## src/rtl/tlb_miss_arbiter_if.sv

```systemverilog
// L1 TLB miss / L2 TLB request-response bundle for tlb_miss_arbiter.
// master: the arbiter side. slave: the surrounding L1/L2 TLB environment.
interface tlb_miss_arbiter_if #(
  parameter int unsigned ASID_WIDTH = 9,
  parameter int unsigned VPN_WIDTH  = 20,
  parameter int unsigned PTE_WIDTH  = 32
);
  logic                  itlb_req_valid;
  logic [ASID_WIDTH-1:0] itlb_req_ASID;
  logic [VPN_WIDTH-1:0]  itlb_req_VPN;
  logic                  itlb_req_ready;
  logic                  dtlb_req_valid;
  logic [ASID_WIDTH-1:0] dtlb_req_ASID;
  logic [VPN_WIDTH-1:0]  dtlb_req_VPN;
  logic                  dtlb_req_ready;
  logic                  l2_tlb_req_valid;
  logic                  l2_tlb_req_src;
  logic [ASID_WIDTH-1:0] l2_tlb_req_ASID;
  logic [VPN_WIDTH-1:0]  l2_tlb_req_VPN;
  logic                  l2_tlb_req_ready;
  logic                  l2_tlb_resp_valid;
  logic                  l2_tlb_resp_src;
  logic [PTE_WIDTH-1:0]  l2_tlb_resp_pte;
  logic                  l2_tlb_resp_is_superpage;
  logic                  itlb_resp_valid;
  logic [PTE_WIDTH-1:0]  itlb_resp_pte;
  logic                  itlb_resp_is_superpage;
  logic                  dtlb_resp_valid;
  logic [PTE_WIDTH-1:0]  dtlb_resp_pte;
  logic                  dtlb_resp_is_superpage;
  logic                  sfence_flush_valid;
  logic                  resp_err;

  modport master (
    input  itlb_req_valid, itlb_req_ASID, itlb_req_VPN,
    output itlb_req_ready,
    input  dtlb_req_valid, dtlb_req_ASID, dtlb_req_VPN,
    output dtlb_req_ready,
    output l2_tlb_req_valid, l2_tlb_req_src, l2_tlb_req_ASID, l2_tlb_req_VPN,
    input  l2_tlb_req_ready,
    input  l2_tlb_resp_valid, l2_tlb_resp_src, l2_tlb_resp_pte, l2_tlb_resp_is_superpage,
    output itlb_resp_valid, itlb_resp_pte, itlb_resp_is_superpage,
    output dtlb_resp_valid, dtlb_resp_pte, dtlb_resp_is_superpage,
    input  sfence_flush_valid,
    output resp_err
  );

  modport slave (
    output itlb_req_valid, itlb_req_ASID, itlb_req_VPN,
    input  itlb_req_ready,
    output dtlb_req_valid, dtlb_req_ASID, dtlb_req_VPN,
    input  dtlb_req_ready,
    input  l2_tlb_req_valid, l2_tlb_req_src, l2_tlb_req_ASID, l2_tlb_req_VPN,
    output l2_tlb_req_ready,
    output l2_tlb_resp_valid, l2_tlb_resp_src, l2_tlb_resp_pte, l2_tlb_resp_is_superpage,
    input  itlb_resp_valid, itlb_resp_pte, itlb_resp_is_superpage,
    input  dtlb_resp_valid, dtlb_resp_pte, dtlb_resp_is_superpage,
    output sfence_flush_valid,
    input  resp_err
  );
endinterface

```

## src/rtl/tlb_miss_arbiter.sv

```systemverilog
// Shares the L2 TLB miss channel between ITLB (src 0) and DTLB (src 1).
// One outstanding miss per source; tagged L2 responses are routed back combinationally.
// Optional: define TLB_MISS_ARB_ITLB_PRIO_EN for fixed ITLB priority instead of round-robin.
module tlb_miss_arbiter #(
  parameter int unsigned ASID_WIDTH = 9,
  parameter int unsigned VPN_WIDTH  = 20,
  parameter int unsigned PTE_WIDTH  = 32
) (
  input logic              CLK,
  input logic              nRST,
  tlb_miss_arbiter_if.master bus_io
);

  typedef enum logic [1:0] {StIdle, StQueued, StSent} slot_e;

  slot_e                 slot_q [2];
  slot_e                 slot_d [2];
  logic [ASID_WIDTH-1:0] asid_q [2];
  logic [ASID_WIDTH-1:0] asid_d [2];
  logic [VPN_WIDTH-1:0]  vpn_q  [2];
  logic [VPN_WIDTH-1:0]  vpn_d  [2];

  // Remembers a stalled grant so a late-arriving competitor cannot switch the request.
  logic hold_vld_q, hold_vld_d;
  logic hold_src_q, hold_src_d;

  logic                  req_valid [2];
  logic [ASID_WIDTH-1:0] req_asid  [2];
  logic [VPN_WIDTH-1:0]  req_vpn   [2];
  logic                  queued    [2];
  logic                  arb_sel;
  logic                  sel;
  logic                  l2_valid;
  logic                  l2_fire;

  assign req_valid[0] = bus_io.itlb_req_valid;
  assign req_valid[1] = bus_io.dtlb_req_valid;
  assign req_asid[0]  = bus_io.itlb_req_ASID;
  assign req_asid[1]  = bus_io.dtlb_req_ASID;
  assign req_vpn[0]   = bus_io.itlb_req_VPN;
  assign req_vpn[1]   = bus_io.dtlb_req_VPN;
  assign queued[0]    = (slot_q[0] == StQueued);
  assign queued[1]    = (slot_q[1] == StQueued);
  assign l2_valid     = queued[0] | queued[1];
  assign l2_fire      = l2_valid & bus_io.l2_tlb_req_ready;

`ifdef TLB_MISS_ARB_ITLB_PRIO_EN
  // Fixed priority: ITLB whenever it has a queued miss.
  always_comb begin
    arb_sel = queued[0] ? 1'b0 : 1'b1;
  end
`else
  logic rr_ptr_q, rr_ptr_d;

  // Round-robin pick between two queued slots; a lone queued slot always wins.
  always_comb begin
    arb_sel  = (queued[0] && queued[1]) ? rr_ptr_q : queued[1];
    rr_ptr_d = l2_fire ? ~sel : rr_ptr_q;
  end

  // Round-robin pointer register.
  always_ff @(posedge CLK or negedge nRST) begin
    if (!nRST) rr_ptr_q <= 1'b0;
    else       rr_ptr_q <= rr_ptr_d;
  end
`endif

  // Final grant and hold tracking; a flush may withdraw the held slot, which clears the hold.
  always_comb begin
    sel        = (hold_vld_q && queued[hold_src_q]) ? hold_src_q : arb_sel;
    hold_vld_d = l2_valid & ~bus_io.l2_tlb_req_ready & ~bus_io.sfence_flush_valid;
    hold_src_d = sel;
  end

  // Per-source slot next state and miss capture.
  always_comb begin
    for (int s = 0; s < 2; s++) begin
      slot_d[s] = slot_q[s];
      asid_d[s] = asid_q[s];
      vpn_d[s]  = vpn_q[s];
      unique case (slot_q[s])
        StIdle: begin
          // A capture coinciding with a flush is dropped.
          if (req_valid[s] && !bus_io.sfence_flush_valid) begin
            slot_d[s] = StQueued;
            asid_d[s] = req_asid[s];
            vpn_d[s]  = req_vpn[s];
          end
        end
        StQueued: begin
          if (l2_fire && (sel == 1'(s))) slot_d[s] = StSent;
          else if (bus_io.sfence_flush_valid) slot_d[s] = StIdle;
        end
        StSent: begin
          if (bus_io.l2_tlb_resp_valid && (bus_io.l2_tlb_resp_src == 1'(s))) slot_d[s] = StIdle;
        end
        default: slot_d[s] = StIdle;
      endcase
    end
  end

  // Slot, capture and hold registers.
  always_ff @(posedge CLK or negedge nRST) begin
    if (!nRST) begin
      for (int s = 0; s < 2; s++) begin
        slot_q[s] <= StIdle;
        asid_q[s] <= '0;
        vpn_q[s]  <= '0;
      end
      hold_vld_q <= 1'b0;
      hold_src_q <= 1'b0;
    end else begin
      for (int s = 0; s < 2; s++) begin
        slot_q[s] <= slot_d[s];
        asid_q[s] <= asid_d[s];
        vpn_q[s]  <= vpn_d[s];
      end
      hold_vld_q <= hold_vld_d;
      hold_src_q <= hold_src_d;
    end
  end

  assign bus_io.itlb_req_ready   = (slot_q[0] == StIdle);
  assign bus_io.dtlb_req_ready   = (slot_q[1] == StIdle);
  assign bus_io.l2_tlb_req_valid = l2_valid;
  assign bus_io.l2_tlb_req_src   = l2_valid ? sel : 1'b0;
  assign bus_io.l2_tlb_req_ASID  = l2_valid ? asid_q[sel] : '0;
  assign bus_io.l2_tlb_req_VPN   = l2_valid ? vpn_q[sel] : '0;

  // Response demux; a response for a slot not awaiting one is still forwarded but flagged.
  always_comb begin
    bus_io.itlb_resp_valid        = 1'b0;
    bus_io.itlb_resp_pte          = '0;
    bus_io.itlb_resp_is_superpage = 1'b0;
    bus_io.dtlb_resp_valid        = 1'b0;
    bus_io.dtlb_resp_pte          = '0;
    bus_io.dtlb_resp_is_superpage = 1'b0;
    bus_io.resp_err               = 1'b0;
    if (bus_io.l2_tlb_resp_valid) begin
      bus_io.resp_err = (slot_q[bus_io.l2_tlb_resp_src] != StSent);
      if (bus_io.l2_tlb_resp_src) begin
        bus_io.dtlb_resp_valid        = 1'b1;
        bus_io.dtlb_resp_pte          = bus_io.l2_tlb_resp_pte;
        bus_io.dtlb_resp_is_superpage = bus_io.l2_tlb_resp_is_superpage;
      end else begin
        bus_io.itlb_resp_valid        = 1'b1;
        bus_io.itlb_resp_pte          = bus_io.l2_tlb_resp_pte;
        bus_io.itlb_resp_is_superpage = bus_io.l2_tlb_resp_is_superpage;
      end
    end
  end

endmodule

```

## src/flat_wrapper.sv

```systemverilog
// flat-port wrapper written by rule: the top's interface ports become plain ports
module tlb_miss_arbiter_flat 
#(
  parameter int unsigned ASID_WIDTH = 9,
  parameter int unsigned VPN_WIDTH  = 20,
  parameter int unsigned PTE_WIDTH  = 32
)
  (CLK, nRST, bus_io_itlb_req_valid, bus_io_itlb_req_ASID, bus_io_itlb_req_VPN, bus_io_itlb_req_ready, bus_io_dtlb_req_valid, bus_io_dtlb_req_ASID, bus_io_dtlb_req_VPN, bus_io_dtlb_req_ready, bus_io_l2_tlb_req_valid, bus_io_l2_tlb_req_src, bus_io_l2_tlb_req_ASID, bus_io_l2_tlb_req_VPN, bus_io_l2_tlb_req_ready, bus_io_l2_tlb_resp_valid, bus_io_l2_tlb_resp_src, bus_io_l2_tlb_resp_pte, bus_io_l2_tlb_resp_is_superpage, bus_io_itlb_resp_valid, bus_io_itlb_resp_pte, bus_io_itlb_resp_is_superpage, bus_io_dtlb_resp_valid, bus_io_dtlb_resp_pte, bus_io_dtlb_resp_is_superpage, bus_io_sfence_flush_valid, bus_io_resp_err);
  tlb_miss_arbiter_if #(.ASID_WIDTH(ASID_WIDTH), .VPN_WIDTH(VPN_WIDTH), .PTE_WIDTH(PTE_WIDTH)) bus_io_i ();
  input logic CLK;
  input logic nRST;
  input wire logic [$bits(bus_io_i.itlb_req_valid)-1:0] bus_io_itlb_req_valid;
  input wire logic [$bits(bus_io_i.itlb_req_ASID)-1:0] bus_io_itlb_req_ASID;
  input wire logic [$bits(bus_io_i.itlb_req_VPN)-1:0] bus_io_itlb_req_VPN;
  output wire logic [$bits(bus_io_i.itlb_req_ready)-1:0] bus_io_itlb_req_ready;
  input wire logic [$bits(bus_io_i.dtlb_req_valid)-1:0] bus_io_dtlb_req_valid;
  input wire logic [$bits(bus_io_i.dtlb_req_ASID)-1:0] bus_io_dtlb_req_ASID;
  input wire logic [$bits(bus_io_i.dtlb_req_VPN)-1:0] bus_io_dtlb_req_VPN;
  output wire logic [$bits(bus_io_i.dtlb_req_ready)-1:0] bus_io_dtlb_req_ready;
  output wire logic [$bits(bus_io_i.l2_tlb_req_valid)-1:0] bus_io_l2_tlb_req_valid;
  output wire logic [$bits(bus_io_i.l2_tlb_req_src)-1:0] bus_io_l2_tlb_req_src;
  output wire logic [$bits(bus_io_i.l2_tlb_req_ASID)-1:0] bus_io_l2_tlb_req_ASID;
  output wire logic [$bits(bus_io_i.l2_tlb_req_VPN)-1:0] bus_io_l2_tlb_req_VPN;
  input wire logic [$bits(bus_io_i.l2_tlb_req_ready)-1:0] bus_io_l2_tlb_req_ready;
  input wire logic [$bits(bus_io_i.l2_tlb_resp_valid)-1:0] bus_io_l2_tlb_resp_valid;
  input wire logic [$bits(bus_io_i.l2_tlb_resp_src)-1:0] bus_io_l2_tlb_resp_src;
  input wire logic [$bits(bus_io_i.l2_tlb_resp_pte)-1:0] bus_io_l2_tlb_resp_pte;
  input wire logic [$bits(bus_io_i.l2_tlb_resp_is_superpage)-1:0] bus_io_l2_tlb_resp_is_superpage;
  output wire logic [$bits(bus_io_i.itlb_resp_valid)-1:0] bus_io_itlb_resp_valid;
  output wire logic [$bits(bus_io_i.itlb_resp_pte)-1:0] bus_io_itlb_resp_pte;
  output wire logic [$bits(bus_io_i.itlb_resp_is_superpage)-1:0] bus_io_itlb_resp_is_superpage;
  output wire logic [$bits(bus_io_i.dtlb_resp_valid)-1:0] bus_io_dtlb_resp_valid;
  output wire logic [$bits(bus_io_i.dtlb_resp_pte)-1:0] bus_io_dtlb_resp_pte;
  output wire logic [$bits(bus_io_i.dtlb_resp_is_superpage)-1:0] bus_io_dtlb_resp_is_superpage;
  input wire logic [$bits(bus_io_i.sfence_flush_valid)-1:0] bus_io_sfence_flush_valid;
  output wire logic [$bits(bus_io_i.resp_err)-1:0] bus_io_resp_err;
  assign bus_io_i.itlb_req_valid = bus_io_itlb_req_valid;
  assign bus_io_i.itlb_req_ASID = bus_io_itlb_req_ASID;
  assign bus_io_i.itlb_req_VPN = bus_io_itlb_req_VPN;
  assign bus_io_itlb_req_ready = bus_io_i.itlb_req_ready;
  assign bus_io_i.dtlb_req_valid = bus_io_dtlb_req_valid;
  assign bus_io_i.dtlb_req_ASID = bus_io_dtlb_req_ASID;
  assign bus_io_i.dtlb_req_VPN = bus_io_dtlb_req_VPN;
  assign bus_io_dtlb_req_ready = bus_io_i.dtlb_req_ready;
  assign bus_io_l2_tlb_req_valid = bus_io_i.l2_tlb_req_valid;
  assign bus_io_l2_tlb_req_src = bus_io_i.l2_tlb_req_src;
  assign bus_io_l2_tlb_req_ASID = bus_io_i.l2_tlb_req_ASID;
  assign bus_io_l2_tlb_req_VPN = bus_io_i.l2_tlb_req_VPN;
  assign bus_io_i.l2_tlb_req_ready = bus_io_l2_tlb_req_ready;
  assign bus_io_i.l2_tlb_resp_valid = bus_io_l2_tlb_resp_valid;
  assign bus_io_i.l2_tlb_resp_src = bus_io_l2_tlb_resp_src;
  assign bus_io_i.l2_tlb_resp_pte = bus_io_l2_tlb_resp_pte;
  assign bus_io_i.l2_tlb_resp_is_superpage = bus_io_l2_tlb_resp_is_superpage;
  assign bus_io_itlb_resp_valid = bus_io_i.itlb_resp_valid;
  assign bus_io_itlb_resp_pte = bus_io_i.itlb_resp_pte;
  assign bus_io_itlb_resp_is_superpage = bus_io_i.itlb_resp_is_superpage;
  assign bus_io_dtlb_resp_valid = bus_io_i.dtlb_resp_valid;
  assign bus_io_dtlb_resp_pte = bus_io_i.dtlb_resp_pte;
  assign bus_io_dtlb_resp_is_superpage = bus_io_i.dtlb_resp_is_superpage;
  assign bus_io_i.sfence_flush_valid = bus_io_sfence_flush_valid;
  assign bus_io_resp_err = bus_io_i.resp_err;
  tlb_miss_arbiter #(.ASID_WIDTH(ASID_WIDTH), .VPN_WIDTH(VPN_WIDTH), .PTE_WIDTH(PTE_WIDTH)) u_core (.CLK(CLK), .nRST(nRST), .bus_io(bus_io_i));
endmodule
```

## config.mk

```make
export PLATFORM = sky130hd
export DESIGN_NAME = tlb_miss_arbiter_flat
export DESIGN_NICKNAME = d
export VERILOG_FILES = /design/src/rtl/tlb_miss_arbiter_if.sv /design/src/rtl/tlb_miss_arbiter.sv /design/src/flat_wrapper.sv
export SDC_FILE = /design/constraint.sdc
export NUM_CORES = 1
export LEC_CHECK = 0
export ABC_AREA = 0
export BUFFER_PORTS_ARGS = -buffer_cell sky130_fd_sc_hd__buf_2
export CAP_MARGIN = 10
export CORE_MARGIN = 1.5
export CORE_UTILIZATION = 43
export CTS_CLUSTER_SIZE = 28
export DETAILED_ROUTE_END_ITERATION = 10
export MAX_ROUTING_LAYER = met4
export PLACE_DENSITY_LB_ADDON = 0.08
export SKIP_LAST_GASP = 1
export SLEW_MARGIN = 20
export SYNTH_ARGS = -nofsm -noshare
export SYNTH_HDL_FRONTEND = slang
export SYNTH_SLANG_ARGS = --single-unit
```

## constraint.sdc

```tcl
create_clock -name CLK -period 1.8 [get_ports CLK]
set_input_delay 0.18 -clock CLK [delete_from_list [all_inputs] [get_ports CLK]]
set_output_delay 0.18 -clock CLK [all_outputs]
set_load 0.02 [all_outputs]
```

==> results.toml <==
[power]
p_int_mw = 3.99
clockPowerShare_pct = 23.2
power_density_nw_per_um2 = 1260
p_switching_mw = 1.99
p_comb_share_pct = 37.3
pwr-share-seq_pct = 39.5
ir_drop_v = 0.000725
p_sw_share_pct = 33.3
power_leakage_nw = 2.60

[logic_synthesis]
syn_area_per_cell_um2 = 12.1
synth-main-ff-cell = "dfrtp_1"
synth_cells = 270
synth_compound_area_share_pct = 10.3
syn_area_um2 = 3260
synth_xor_area_share_pct = 0
synth_top_family_by_area = "multiplexers"
ys_ff_latch = 65
yosys.area_share.simple_pct = 16.0
ys_seq_area_share_pct = 49.9
ys_types = 27
synth_nets = 369
synth_edf_count = 0
synthArstFlopShare_pct = 100
yosys_warnings = 0
synth_fa_ha_area_share_pct = 0
synth_mux_area_share_pct = 20.3

[setup_path]
cp_max_fo = 25
cp.arrival_ns = 1.74
path_cells = "and2b_1 -> buf_4 -> a21oi_4 -> buf_12 -> a22o_1 -> buf_2"
crit_path_max_incr_delay_ns = 0.38
worst_setup_path_start_kind = "register"
end_kind = "primary output"
cp_slowest_cell = "dfrtp_1"
crit_required_ns = 1.62
critical_path_class = "reg2out"

[sta]
period_needed_ns = 1.92
finalHoldViolations = 0
clock_skew_ns = 0.0100
fin_tns_setup_ns = -3.04
fin_ws_ns = -0.117
max_freq_ghz = 0.522
grt_setup_unrepaired = "yes"
holdWs_ns = 0.0658
setup_viol = 29
relSlewSlack_pct = 77.5
tightest_slew_ns = 0.338
fin_crit_sh_pct = 107
drv_slew = 0

[finish]
area_growth_pct = 45.5
register_area_um2 = 1630
layout.cells.most_common = "buf_2"
final_cell_mix = "200 x buf_2, 65 x dfrtp_1, 46 x mux2_2"
num-fill-cells = 633
fin_area_um2 = 4750
antenna_cells = 0
layout-drive-gt1-share_pct = 59.3
multi_input_area_um2 = 1560
fin_util_pct = 65.1
layout.nets = 578

[run]
cap_violations = 0

[floorplanning]
dieArea_um2 = 8120
start_util_pct = 44.7
die_h_um = 90.1
ioPinCount = 201
floorplan.rows = 31
die_w_um = 90.1
core_area_um2 = 7290

[clock_tree]
clkLatencyLatePin_ns = 0.33
tritoncts = "done"
cts_made_buffers = 9
clk_pin_slew_worst_paths_ns = 0.08
clock_sinks = 65
clockBufferDepth = 2
h-tree-depth = 3
cts_root_buf = "clkbuf_8"

[placement]
dp_hpwl_um = 6670
io_buffers = 200
dpl_cell_area_um2 = 4480
gp_congestion = 0.771

[detailed_routing]
drt-initial-drc-count = 76
first_pass_iters = 4
vias = 2918
postRouteAntennaNets = 0
viasPerCell = 5.01
wirelength_um = 8900
wl_per_cell_um = 15.3
drc = 0

[hold_path]
hold_class = "in2reg"

[global_routing]
grt_pass1_vias = 2906
antenna_found_initial = 0
grt_max_degree = 66
grt_pass1_wl_um = 14300
grt_overflow = 0
grt_usage_pct = 22.8

[run_status]
violations = "setup timing"
status = "finished, violations left"
path summary, 6_finish.rpt:
kind	startpoint	end	slack [ns]	depth (start not counted)
worst min register to register	u_core.asid_q[0]	u_core.asid_q[0]	0.50	1
worst max-delay path	u_core.slot_q[3]	bus_io_l2_tlb_req_VPN[19]	-0.12	6
worst min-delay path	bus_io_dtlb_req_ASID[2]	u_core.asid_q[2]	0.07	2
min in group asynchronous	nRST	u_core.vpn_q[26]	0.38	3
worst max register to register	u_core.slot_q[0]	u_core.vpn_q[1]	0.14	4
max in group asynchronous	nRST	u_core.vpn_q[11]	1.13	3
sequential cells by signal, indices dropped and copies added (netlist names):
name	cells
u_core.rr_ptr_q	1
u_core.hold_src_q	1
u_core.hold_vld_q	1
u_core.slot_q	4
u_core.vpn_q	40
u_core.asid_q	18
layout make-up:
type	instances	area share, %
clock buffer	11	2.98
clock inverter	5	1.82
multi-input combinational	183	32.9
sequential	65	34.3
tap	99	2.61
timing repair buffer	220	25.4
critical path: cells and delay by family (launching register included):
family / cells / cell delay [ns]
DFF: 1 / 0.38
and+or+nand+nor: 1 / 0.26
AOI/OAI and AO/OA: 2 / 0.30
buffers and inverters: 3 / 0.46
logic make-up (layout without fill, tap and decap cells):
logic type | after synthesis | after routing
flops | 65 | 65
compound gates | 41 | 41
mux | 59 | 59
buf+inv | 22 | 236
simple gates | 83 | 83
synth_stat cells, types with 2 or more instances:
cell type / instances / share of area, %
and3_1: 33 / 6.3
buf_4: 2 / 0.46
dfrtp_1: 65 / 50
clkbuf_1: 10 / 1.2
nand2b_1: 2 / 0.38
mux2_2: 46 / 16
nand2_1: 3 / 0.35
a22o_1: 30 / 8.1
mux2_1: 12 / 4.1
nor2_1: 5 / 0.58
and2_1: 34 / 6.5
buf_2: 8 / 1.2
nor4b_2: 2 / 0.92
a21oi_1: 4 / 0.61
buf_6: 2 / 0.69
power groups by stage:
stage               logic, mW  registers [mW]  clock network, mW
floorplan                1.47            2.29                  0
global placement         2.16            2.37                  0
detailed placement       2.21            2.38                  0
CTS                      2.26            2.36               1.42
global route             2.40            2.44               1.49
finish                   2.23            2.36               1.39
routing by layer:
metal,part of all wire [%],GRT usage (%),vias up
met5,0,-,-
met2,51,37.2,113
li1,-,-,1395
met4,1.5,8.73,0
met3,5.7,5.84,10
met1,42,27.1,1400
through the flow:
stage | total power, mW | std cells | setup WS, ns
6_report | 5.98 | 583 | -0.117
5_1_grt | 6.33 | 583 | -0.245
4_1_cts | 6.04 | 583 | -0.130
3_5_place_dp | 4.58 | 565 | 0.158
3_3_place_gp | 4.54 | 565 | 0.161
2_1_floorplan | 3.76 | 270 | 0.259
repair_timing:
item	CTS	global route
pin swaps	0	0
setup buffers	1	0
endpoints found under the hold margin	65	0
hold buffers	1	0
setup endpoints to repair	29	29
resized for setup	5	0
(Power assumes the default switching activity.)
